--- src/rtl/disk_ii_pkg.sv ---
// Disk II controller shared definitions: track geometry, $C0nX soft-switch
// offsets, motor state encoding and the track-buffer position helper.
package disk_ii_pkg;

  localparam int TRACK_BYTES   = 6656;
  localparam int NUM_TRACKS    = 35;
  localparam int MAX_HALFTRACK = 68;

  // Soft-switch offsets (low nibble of $C0nX)
  localparam logic [3:0] SW_MOTOR_OFF = 4'h8;
  localparam logic [3:0] SW_MOTOR_ON  = 4'h9;
  localparam logic [3:0] SW_DRIVE1    = 4'hA;
  localparam logic [3:0] SW_DRIVE2    = 4'hB;
  localparam logic [3:0] SW_Q6L       = 4'hC;
  localparam logic [3:0] SW_Q6H       = 4'hD;
  localparam logic [3:0] SW_Q7L       = 4'hE;
  localparam logic [3:0] SW_Q7H       = 4'hF;

  typedef enum logic [1:0] {
    MOTOR_OFF_ST      = 2'd0,
    MOTOR_ON_ST       = 2'd1,
    MOTOR_SPINDOWN_ST = 2'd2
  } motor_state_e;

  // Next byte position around the circular track buffer
  function automatic logic [12:0] next_pos(input logic [12:0] p);
    return (p == 13'(TRACK_BYTES - 1)) ? 13'd0 : p + 13'd1;
  endfunction

endpackage

--- src/rtl/disk_ii_stepper.sv ---
// Disk II head stepper: tracks the half-track position from phase-on events
// and saturates at the innermost and outermost half-tracks.
module disk_ii_stepper
  import disk_ii_pkg::*;
(
  input  logic       clk,
  input  logic       rst_n,
  input  logic       phase_on,
  input  logic [1:0] phase_k,
  output logic [6:0] ht,
  output logic [5:0] track
);

  logic [1:0] fwd_k;
  logic [1:0] back_k;

  assign fwd_k  = ht[1:0] + 2'd1;
  assign back_k = ht[1:0] + 2'd3;
  assign track  = ht[6:1];

  // Step one half-track toward the energised magnet, clamped to 0..68
  always_ff @(posedge clk or negedge rst_n) begin
    if (!rst_n) begin
      ht <= 7'd0;
    end else if (phase_on) begin
      if (phase_k == fwd_k) begin
        if (ht != 7'(MAX_HALFTRACK)) ht <= ht + 7'd1;
      end else if (phase_k == back_k) begin
        if (ht != 7'd0) ht <= ht - 7'd1;
      end
    end
  end

endmodule

--- src/rtl/disk_ii_ctrl.sv ---
// Disk II controller-card sequencer: soft-switch decode, motor control,
// byte-rate track streaming into the read latch and the 6502 read mux.
// Optional motor run-on after MOTOR_OFF is enabled by DISK_II_SPINDOWN_EN.
module disk_ii_ctrl
  import disk_ii_pkg::*;
#(
  parameter int BYTE_CYCLES     = 458,
  parameter int SPINDOWN_CYCLES = 14318180
) (
  input  logic        CLK_14M,
  input  logic        RESET_N,
  input  logic        io_strobe,
  input  logic [3:0]  io_addr,
  output logic [7:0]  d_out,
  input  logic        write_protect,
  output logic [5:0]  track,
  output logic [12:0] trk_addr,
  input  logic [7:0]  trk_data,
  output logic        motor_on,
  output logic        drive_sel
);

  localparam logic [1:0] ST_OFF = MOTOR_OFF_ST;
  localparam logic [1:0] ST_ON  = MOTOR_ON_ST;
  localparam int BC_W = (BYTE_CYCLES > 2) ? $clog2(BYTE_CYCLES) : 1;
  localparam logic [BC_W-1:0] BC_LAST = BC_W'(BYTE_CYCLES - 1);

`ifdef DISK_II_SPINDOWN_EN
  localparam logic [1:0] ST_SPIN = MOTOR_SPINDOWN_ST;
  localparam int SPIN_W = (SPINDOWN_CYCLES > 2) ? $clog2(SPINDOWN_CYCLES) : 1;
  localparam logic [SPIN_W-1:0] SPIN_LOAD = SPIN_W'(SPINDOWN_CYCLES - 1);
  logic [SPIN_W-1:0] spin_cnt;
`endif

  logic [1:0]      state;
  logic [BC_W-1:0] byte_cnt;
  logic [12:0]     pos;
  logic            vld_p1;
  logic [7:0]      latch;
  logic            q6;
  logic            q7;
  logic            motor_on_req;
  logic            motor_off_req;
  logic            phase_on;
  logic            rd_latch;
  logic [6:0]      ht_unused;

  assign motor_on_req  = io_strobe && (io_addr == SW_MOTOR_ON);
  assign motor_off_req = io_strobe && (io_addr == SW_MOTOR_OFF);
  assign phase_on      = io_strobe && !io_addr[3] && io_addr[0];
  assign rd_latch      = io_strobe && !q7 && !q6;
  assign motor_on      = (state != ST_OFF);

  disk_ii_stepper u_stepper (
    .clk      (CLK_14M),
    .rst_n    (RESET_N),
    .phase_on (phase_on),
    .phase_k  (io_addr[2:1]),
    .ht       (ht_unused),
    .track    (track)
  );

  // Motor FSM: MOTOR_ON always wins; MOTOR_OFF only acts from ON
  always_ff @(posedge CLK_14M or negedge RESET_N) begin
    if (!RESET_N) begin
      state <= ST_OFF;
`ifdef DISK_II_SPINDOWN_EN
      spin_cnt <= '0;
`endif
    end else if (motor_on_req) begin
      state <= ST_ON;
    end else begin
      case (state)
        ST_ON: begin
          if (motor_off_req) begin
`ifdef DISK_II_SPINDOWN_EN
            state    <= ST_SPIN;
            spin_cnt <= SPIN_LOAD;
`else
            state    <= ST_OFF;
`endif
          end
        end
`ifdef DISK_II_SPINDOWN_EN
        ST_SPIN: begin
          if (spin_cnt == '0) state <= ST_OFF;
          else                spin_cnt <= spin_cnt - 1'b1;
        end
`endif
        default: ;
      endcase
    end
  end

  // Byte-rate sequencer; counter and position freeze while the spindle is stopped
  always_ff @(posedge CLK_14M or negedge RESET_N) begin
    if (!RESET_N) begin
      byte_cnt <= '0;
      pos      <= 13'd0;
      trk_addr <= 13'd0;
      vld_p1   <= 1'b0;
    end else begin
      vld_p1 <= 1'b0;
      if (motor_on) begin
        if (byte_cnt == BC_LAST) begin
          byte_cnt <= '0;
          trk_addr <= pos;
          pos      <= next_pos(pos);
          vld_p1   <= 1'b1;
        end else begin
          byte_cnt <= byte_cnt + 1'b1;
        end
      end
    end
  end

  // --- stage p1: fetched byte arrives; a fresh byte beats a clearing read ---
  always_ff @(posedge CLK_14M or negedge RESET_N) begin
    if (!RESET_N) begin
      latch <= 8'd0;
    end else if (vld_p1) begin
      latch <= trk_data;
    end else if (rd_latch) begin
      latch <= 8'd0;
    end
  end

  // Soft-switch side effects for drive select and the Q6/Q7 mode bits
  always_ff @(posedge CLK_14M or negedge RESET_N) begin
    if (!RESET_N) begin
      drive_sel <= 1'b0;
      q6        <= 1'b0;
      q7        <= 1'b0;
    end else if (io_strobe) begin
      case (io_addr)
        SW_DRIVE1: drive_sel <= 1'b0;
        SW_DRIVE2: drive_sel <= 1'b1;
        SW_Q6L:    q6 <= 1'b0;
        SW_Q6H:    q6 <= 1'b1;
        SW_Q7L:    q7 <= 1'b0;
        SW_Q7H:    q7 <= 1'b1;
        default: ;
      endcase
    end
  end

  // Read mux registered per access, using the Q mode in force before it
  always_ff @(posedge CLK_14M or negedge RESET_N) begin
    if (!RESET_N) begin
      d_out <= 8'd0;
    end else if (io_strobe) begin
      if (q7)      d_out <= 8'd0;
      else if (q6) d_out <= {write_protect, 7'd0};
      else         d_out <= latch;
    end
  end

endmodule

--- config.mk ---
export PLATFORM = sky130hd
export DESIGN_NAME = disk_ii_ctrl
export DESIGN_NICKNAME = d
export VERILOG_FILES = /design/src/rtl/disk_ii_pkg.sv /design/src/rtl/disk_ii_stepper.sv /design/src/rtl/disk_ii_ctrl.sv
export SDC_FILE = /design/constraint.sdc
export NUM_CORES = 1
export LEC_CHECK = 0
export ABC_AREA = 1
export ABC_CLOCK_PERIOD_IN_PS = 2600
export CAP_MARGIN = 20
export CELL_PAD_IN_SITES_DETAIL_PLACEMENT = 0
export CELL_PAD_IN_SITES_GLOBAL_PLACEMENT = 1
export CORE_MARGIN = 3
export CORE_UTILIZATION = 41
export CTS_CLUSTER_DIAMETER = 150
export CTS_CLUSTER_SIZE = 24
export DETAILED_ROUTE_END_ITERATION = 16
export MAX_ROUTING_LAYER = met4
export PLACE_DENSITY = 0.85
export SLEW_MARGIN = 20
export SYNTH_ARGS = -nofsm -noshare
export SYNTH_HDL_FRONTEND = slang
export SYNTH_HIERARCHICAL = 1
export SYNTH_SLANG_ARGS = --single-unit
--- constraint.sdc ---
create_clock -name CLK_14M -period 2.6 [get_ports CLK_14M]
set_input_delay 0.65 -clock CLK_14M [delete_from_list [all_inputs] [get_ports CLK_14M]]
set_output_delay 0.65 -clock CLK_14M [all_outputs]
set_load 0.03 [all_outputs]
# Yosys cells after proc, flatten, opt, wreduce, memory -nomap -nowiden
# Cells that the tools add are included.
totals:
  register_bits: 64
  in_bits: 16
  output_inout_bits: 29
  word_cells: 75
classes:
  addsub: 6
  n_eq_ne: 15
  mux: 18
  n_reduce_logical: 25
op_table:
  columns: ["op", "count"]
  rows:
  - ["$eq 4x4->1 const B", 8]
  - ["$mux 8", 4]
  - ["$mux 7", 4]
  - ["$reduce_bool 2->1", 9]
  - ["$add 13x1->13 const B", 1]
  - ["$eq 13x13->1 const B", 1]
  - ["$mux 13", 1]
  - ["$reduce_and 2->1", 5]
  - ["$add 9x1->9 const B", 1]
  - ["$eq 9x9->1 const B", 1]
  - ["$mux 9", 1]
  - ["$add 7x1->7 const B", 1]
  - ["$ne 7x7->1 const B", 1]
  - ["$reduce_bool 7->1", 1]
  - ["$sub 7x1->7 const B", 1]
  - ["$logic_and 1x1->1", 6]
  - ["$mux 2", 3]
  - ["$pmux 1 s2", 3]
  - ["$eq 2x2->1", 2]
  - ["$reduce_and 4->1", 1]
  - ["$logic_not 1->1", 3]
  - ["$add 2x1->2 const B", 1]
  - ["$add 2x2->2 const B", 1]
  - ["$eq 2x1->1 const B", 1]
  - ["other kinds (2)", 3]

# Logic depth before layout (Yosys ltp)
# Gate-level depths: netlist (run 1).
depth:
  ltp_word: 5
  depth_mapped: 16
  ltp_nobuf: 16

# By module
# The synthesis (run 1) kept the hierarchy.
by_module_without_submodules:
  columns: ["mod", "n_inst", "cells_per_inst", "area_per_inst_um2", "seq_area_each_um2"]
  rows:
  - ["disk_ii_ctrl", 1, 316, 2651.3, 1401.3]
  - ["disk_ii_stepper", 1, 113, 754.5, 175.2]

# Least setup slack after synthesis (run 1)
# No wires, ideal clock.
synth_path:
  kind: "flip-flop to flip-flop"
  from: "register u_stepper.ht[0]"
  to: "register u_stepper.ht[5]"
  t_arrival_ns: 1.966
  t_required_ns: 2.484
  setup_slack_ns: 0.517
  path_stages_with_launch: 16
  n_path_buf: 0
  period_less_slack_ns: 2.083
  path_cell_list: "dfrtp_1 > inv_2 > ha_1 > inv_1 > nand2_1 > nand2_1 > nand2_4 > ha_1 > a21oi_1 > nand2_1 > nand2_1 > nand2_1 > nand2_1 > nand2_1 > nand2_1 > nand2_1"
synth_via:
  elab_chain_cells: 4
  elab_cells_between_ends: 16
  cone_classes: "4 x add/sub; 4 x eq/ne; 4 x mux; 4 x reduce/logical"
synth_rtl:
  columns: ["element", "line", "source"]
  rows:
  - ["start, declared", "disk_ii_stepper.sv:10", "output logic [6:0] ht,"]
  - ["start signal, assigned", "disk_ii_stepper.sv:27", "if (ht != 7'(MAX_HALFTRACK)) ht <= ht + 7'd1;"]
  - ["start signal, assigned", "disk_ii_stepper.sv:29", "if (ht != 7'd0) ht <= ht - 7'd1;"]
  - ["$add 2x2->2", "disk_ii_stepper.sv:18", "assign back_k = ht[1:0] + 2'd3;"]
  - ["net u_stepper.back_k[0]", "disk_ii_stepper.sv:15", "logic [1:0] back_k;"]
  - ["$eq 2x2->1", "disk_ii_stepper.sv:28", "end else if (phase_k == back_k) begin"]
  - ["$reduce_bool 2->1 (no source line)", null, null]
  - ["$reduce_and 4->1 (no source line)", null, null]
# The timed path passes the listed nets, and every way through them passes these cells. The select of a mux whose other input is x is not followed.
# A chain may end at the register's enable or synchronous reset.

# Worst setup path after layout (run 1)
layout_path:
  from: "register state[0]"
  to: "output port motor_on"
layout_via:
  elab_chain_cells: 1
layout_rtl:
  columns: ["element", "line", "source"]
  rows:
  - ["start, declared", "disk_ii_ctrl.sv:35", "logic [1:0] state;"]
  - ["start signal, assigned", "disk_ii_ctrl.sv:66", "state <= ST_OFF;"]
  - ["start signal, assigned", "disk_ii_ctrl.sv:71", "state <= ST_ON;"]
  - ["start signal, assigned", "disk_ii_ctrl.sv:80", "state <= ST_OFF;"]
  - ["$reduce_bool 2->1", "disk_ii_ctrl.sv:52", "assign motor_on = (state != ST_OFF);"]
  - ["end, declared", "disk_ii_ctrl.sv:19", "output logic motor_on,"]
# Every way passes these cells.

==> out/metrics.csv, run 1 <==
metric,value,unit
htree_levels,3,
yosysTopAreaCell,dfrtp_1,
cts_tree,done,
power.density,859.1,mW/mm2
ys_warn_count,6,
die-area,0.009436,mm2
gp_congestion,0.8491,
n_fill_cell,760,
worstPathCellList,clkdlybuf4s50_1,
core,0.007888,mm2
ioPinCount,45,
synth_area_per_cell,7.939,um2
ff2ff_setup_slack,0.37,ns
r2r_cells,15,
first_iter_violations,136,
finalHoldViolCount,0,
gr-total-overflow,0,
finalSetupViolations,0,
drtAntennaViolNets,0,
antenna_found_initial,0,
grt_pass1_wl,12140,um
power,3.576,mW
synth-simple-area-share,28.36,%
clock-sinks,63,
yosysSeqAreaShare,46.29,%
crit_cells,1,
dr.pass1.iters,4,
worstSetupEndpointType,primary output,
synth.distinct_cells,30,
slew_viol_final,0,
cap_violations,0,
yosys-mux-area-fraction,0,%
post-cts-setup-buffers,0,
grt_pass1_vias,2661,
max_freq,0.4431,GHz
ctsResizeCount,0,
clock_latency,0.35,ns
min_path_type,in -> async,
fin_worst_skew,0.01178,ns
grt_max_degree,64,
period_needed,2.257,ns
drc,0,
setup_tns,0,ns
yosys_register_bits,63,
initial_core_util,43.18,%
die_w,97.14,um
synth_top_family_by_area,simple AND/OR/NAND/NOR gates,
nets,503,
layout-drive-gt1-share,11.83,%
crit_fanout,8,
yosys-top-cells-area,"dfrtp_1, nand2_1, inv_1, o21ai_0, nand3_1",
cts_buffer_depth,2,
syn_inst,429,
synth_top_area_share,46.29,%
crit_path_start_kind,flip-flop,
synth_compound_area_share,9.625,%
area_delta_synth_final,22.23,%
cpPeakStageDelay,0.73,ns
post_drt_wl_per_cell,11.86,um
crit_arrival,1.61,ns
chipHeight,97.14,um
clockRootBuffer,clkbuf_8,
cts_buffers,9,
yosys-top-cells-count,"nand2_1, dfrtp_1, inv_1, nor2_1, o21ai_0",
synthAdderAreaFrac,3.894,%
slowest_stage,clkdlybuf4s50_1,
rows,32,
synth_xor_xnor_area_share,1.800,%
tightest_slew,0.5267,ns
slew_headroom,64.80,%
crit_family,buffers and inverters,
synth-async-reset-ratio,100.0,%
crit_required,1.95,ns
cts.clk_slew.worst_paths,0.08,ns
leakage,1.980,nW
grt_usage,16.08,%
outcome,"finished, final reports clean",
portBuffers,44,
synth_edf_count,0,
vias,2762,
hold_buffers,0,
post-dp-hpwl,4866,um
rsz0062_at_grt,false,
antennaDiodeCount,0,
wirelength,6925,um
finalCritPeriodShare,86.80,%
synthesis.area,0.003406,mm2
ir_worst_vdd,0.3623,mV
synth_flop_cell,dfrtp_1,
timing.critical_path.buf_inv,1,
critPathKind,reg -> out,
synthesis.nets,455,
via_per_inst,4.729,
synth.most_common_cell,nand2_1,
routing by layer:
| metal | vias up | share of wire, % | global-route usage, % |
|---|---|---|---|
| met5 | - | 0 | - |
| met2 | 45 | 46 | 23.99 |
| met3 | 6 | 3.6 | 4.164 |
| met4 | 0 | 1.1 | 7.127 |
| met1 | 1278 | 50 | 20.62 |
| li1 | 1433 | - | - |
report_power, final:
part | switching [mW] | internal, mW | leakage, nW
logic | 0.776 | 0.497 | 1.01
clock network | 0.434 | 0.650 | 0.125
registers | 0.126 | 1.09 | 0.848
total | 1.34 | 2.24 | 1.98
worst paths after layout:
check,from,end
setup / recovery,state[0]$_DFFE_PN0P_,motor_on
hold / removal,RESET_N,latch[0]$_DFFE_PN0P_
min in group CLK_14M,trk_addr[11]$_DFFE_PN0P_,trk_addr[11]$_DFFE_PN0P_
hold reg to reg,trk_addr[11]$_DFFE_PN0P_,trk_addr[11]$_DFFE_PN0P_
max in group asynchronous,RESET_N,u_stepper/ht[0]$_DFFE_PN0P_
setup reg to reg,u_stepper/ht[1]$_DFFE_PN0P_,u_stepper/ht[5]$_DFFE_PN0P_
logic make-up (layout without fill, tap and decap cells):
group / count (synthesis) / after routing
buf+inv: 73 / 126
xor+xnor: 7 / 7
simple gates: 222 / 222
compound gates: 54 / 54
fa+ha+maj: 10 / 10
flops: 63 / 63
area by class of cell:
class                      count  area (um2)  area share (%)
clock buffer                   9       123.9           2.976
sequential                    63        1577           37.87
inverter                      59       221.5           5.320
tap                          102       127.6           3.066
multi-input combinational    293        1488           35.74
timing repair buffer          51       500.5           12.02
clock inverter                 7       125.1           3.006
cell usage in the layout (no fill, tap or decap), drive strengths merged, types with 8 or more instances in the layout:
cell type	netlist	routed
clkdlybuf4s50	0	43
ha	9	9
nor3	8	8
a21oi	10	10
clkbuf	2	9
dfrtp	63	63
nand2	142	142
inv	58	62
nor2	39	39
nand3	27	27
buf	12	8
o21ai	43	43
state kept, by name (all words and copies together), names as in the netlist:
name          cells
trk_addr         13
drive_sel         1
vld_p1            1
latch             8
q7                1
u_stepper/ht      7
d_out             8
q6                1
byte_cnt          9
pos              13
state             1
stage by stage:
stage          cells  hold slack [ns]  cell area (um2)  setup slack [ns]  utilization [%]
6_report         584           0.2951             4163            0.3433            52.78
5_1_grt          584           0.3078             4163            0.1869            52.78
4_1_cts          584           0.3030             4163            0.3167            52.78
3_5_place_dp     568           0.4691             3914           0.09541            49.62
3_3_place_gp     568           0.4656             3914            0.1056            49.62
2_1_floorplan    429           0.3544             3406            0.5173                -
Power figures use the tool's default switching activity.
==> run 2, diff against run 1 <==
- ABC_CLOCK_PERIOD_IN_PS: 2600 -> 2400
- CORE_UTILIZATION: 41 -> 47
- DONT_BUFFER_PORTS: not set -> 1
- PLACE_DENSITY: 0.85 -> 0.84
- clock period: 2.6 -> 2.4 ns (I/O delays scaled with it)
==> out/metrics.csv, run 2 (synthesized netlist as in run 1, its figures left out) <==
metric,value,unit
crit_fanout,8,
drtAntennaViolNets,0,
drc,0,
clockRootBuffer,clkbuf_8,
cap_violations,0,
post-dp-hpwl,4602,um
design_area,0.003669,mm2
crit_required,2.63,ns
dpl_cell_area,0.003436,mm2
chipHeight,91.13,um
grt_max_degree,64,
ir_worst_vdd,0.3558,mV
grt_pass1_vias,2524,
finalHoldViolCount,0,
cts_buffer_depth,2,
slew_headroom,66.13,%
nets,457,
clock-sinks,63,
grt_pass1_wl,11980,um
crit_path_start_kind,flip-flop,
antenna_found_initial,0,
post-cts-setup-buffers,0,
slew_viol_final,0,
setup_tns,0,ns
layout-drive-gt1-share,12.39,%
max_freq,0.4702,GHz
finalCritPeriodShare,88.62,%
fin_worst_skew,0.008844,ns
die_w,91.13,um
crit_arrival,2.36,ns
portBuffers,0,
core,0.006907,mm2
antennaDiodeCount,0,
ctsResizeCount,0,
leakage,1.790,nW
min_path_type,in -> async,
cts.clk_slew.worst_paths,0.08,ns
initial_core_util,49.31,%
gr-total-overflow,0,
layout_common_cells,"nand2_1, dfrtp_1, inv_1",
outcome,"finished, final reports clean",
worstSetupEndpointType,flip-flop,
htree_levels,3,
post_drt_wl_per_cell,12.56,um
rsz0062_at_grt,false,
grt_usage,18.15,%
dr.pass1.iters,4,
first_iter_violations,144,
whs,0.1126,ns
layout_commonest_cell,nand2_1,
area_delta_synth_final,7.715,%
tightest_slew,0.5069,ns
vias,2639,
ioPinCount,45,
rows,30,
hold_buffers,1,
via_per_inst,4.961,
period_needed,2.127,ns
wirelength,6682,um
clock_latency,0.34,ns
gp_congestion,0.7822,
critPathKind,reg -> reg,
finalSetupViolations,0,
cts_tree,done,
cts_buffers,9,
reg.largest.list,"pos: 13 flops, trk_addr: 13 flops, byte_cnt: 9 flops",
power.density,967.6,mW/mm2
die-area,0.008304,mm2
-- run 2: changes by cell type in the layout (fill, tap and decap cells not counted), moves of 2 or more --
cell / before / now
clkinv_4: 0 / 3
bufinv_16: 3 / 1
clkdlybuf4s50_1: 43 / 0
buf_4: 6 / 4
inv_6: 4 / 2
-- run 2: layout make-up --
class                           instances  area, um2
Clock buffer                            9      123.9
Clock inverter                          7      81.33
Fill cell                             698       3238
Inverter                               59      221.5
Multi-Input combinational cell        293       1488
Sequential cell                        63       1577
Tap cell                               96      120.1
Timing Repair Buffer                    5      57.56
-- run 2: worst paths after layout --
path / start / to / slack, ns / cells past startpoint
setup / recovery: u_stepper/ht[0]$_DFFE_PN0P_ / u_stepper/ht[5]$_DFFE_PN0P_ / 0.27 / 15
hold / removal: RESET_N / d_out[2]$_DFFE_PN0P_ / 0.11 / 1
setup reg to reg: u_stepper/ht[0]$_DFFE_PN0P_ / u_stepper/ht[5]$_DFFE_PN0P_ / 0.27 / 15
hold reg to reg: q6$_DFFE_PN0P_ / q6$_DFFE_PN0P_ / 0.54 / 2
max in group asynchronous: RESET_N / trk_addr[3]$_DFFE_PN0P_ / 2.01 / 1
min in group CLK_14M: trk_data[5] / latch[5]$_DFFE_PN0P_ / 0.38 / 2
-- run 2: critical path, stage by stage, from the launching register on --
cell,delay (ns)
dfrtp_1,0.36
inv_2,0.06
ha_1,0.32
inv_1,0.08
nand2_1,0.05
nand2_1,0.11
nand2_4,0.11
ha_1,0.35
a21oi_1,0.15
nand2_1,0.10
nand2_1,0.09
nand2_1,0.05
nand2_1,0.05
nand2_1,0.04
nand2_1,0.06
nand2_1,0.04
-- run 2: routing by layer --
metal	wire, um	vias to the layer above	track usage, %
met1	3233	1236	24.59
met5	0	-	-
li1	-	1343	-
met3	327	4	5.137
met4	46	0	5.779
met2	3076	56	26.43
-- run 2: where the power goes --
part | switching, mW | internal (mW) | total, mW | leakage, nW
clock | 0.478 | 0.492 | 0.970 | 0.100
sequential | 0.210 | 1.18 | 1.39 | 0.848
combinational | 0.746 | 0.442 | 1.19 | 0.841
total | 1.43 | 2.12 | 3.55 | 1.79
-- run 2: stage by stage --
stage | worst slack (ns) | instances | util [%] | power, mW
after floorplan | 0.3173 | 429 | - | 2.423
after global placement | 0.3370 | 515 | 49.75 | 2.555
after detailed placement | 0.2774 | 515 | 49.75 | 2.572
after CTS | 0.2647 | 532 | 53.12 | 3.577
after global routing | 0.05782 | 532 | 53.12 | 3.835
final | 0.2732 | 532 | 53.12 | 3.550
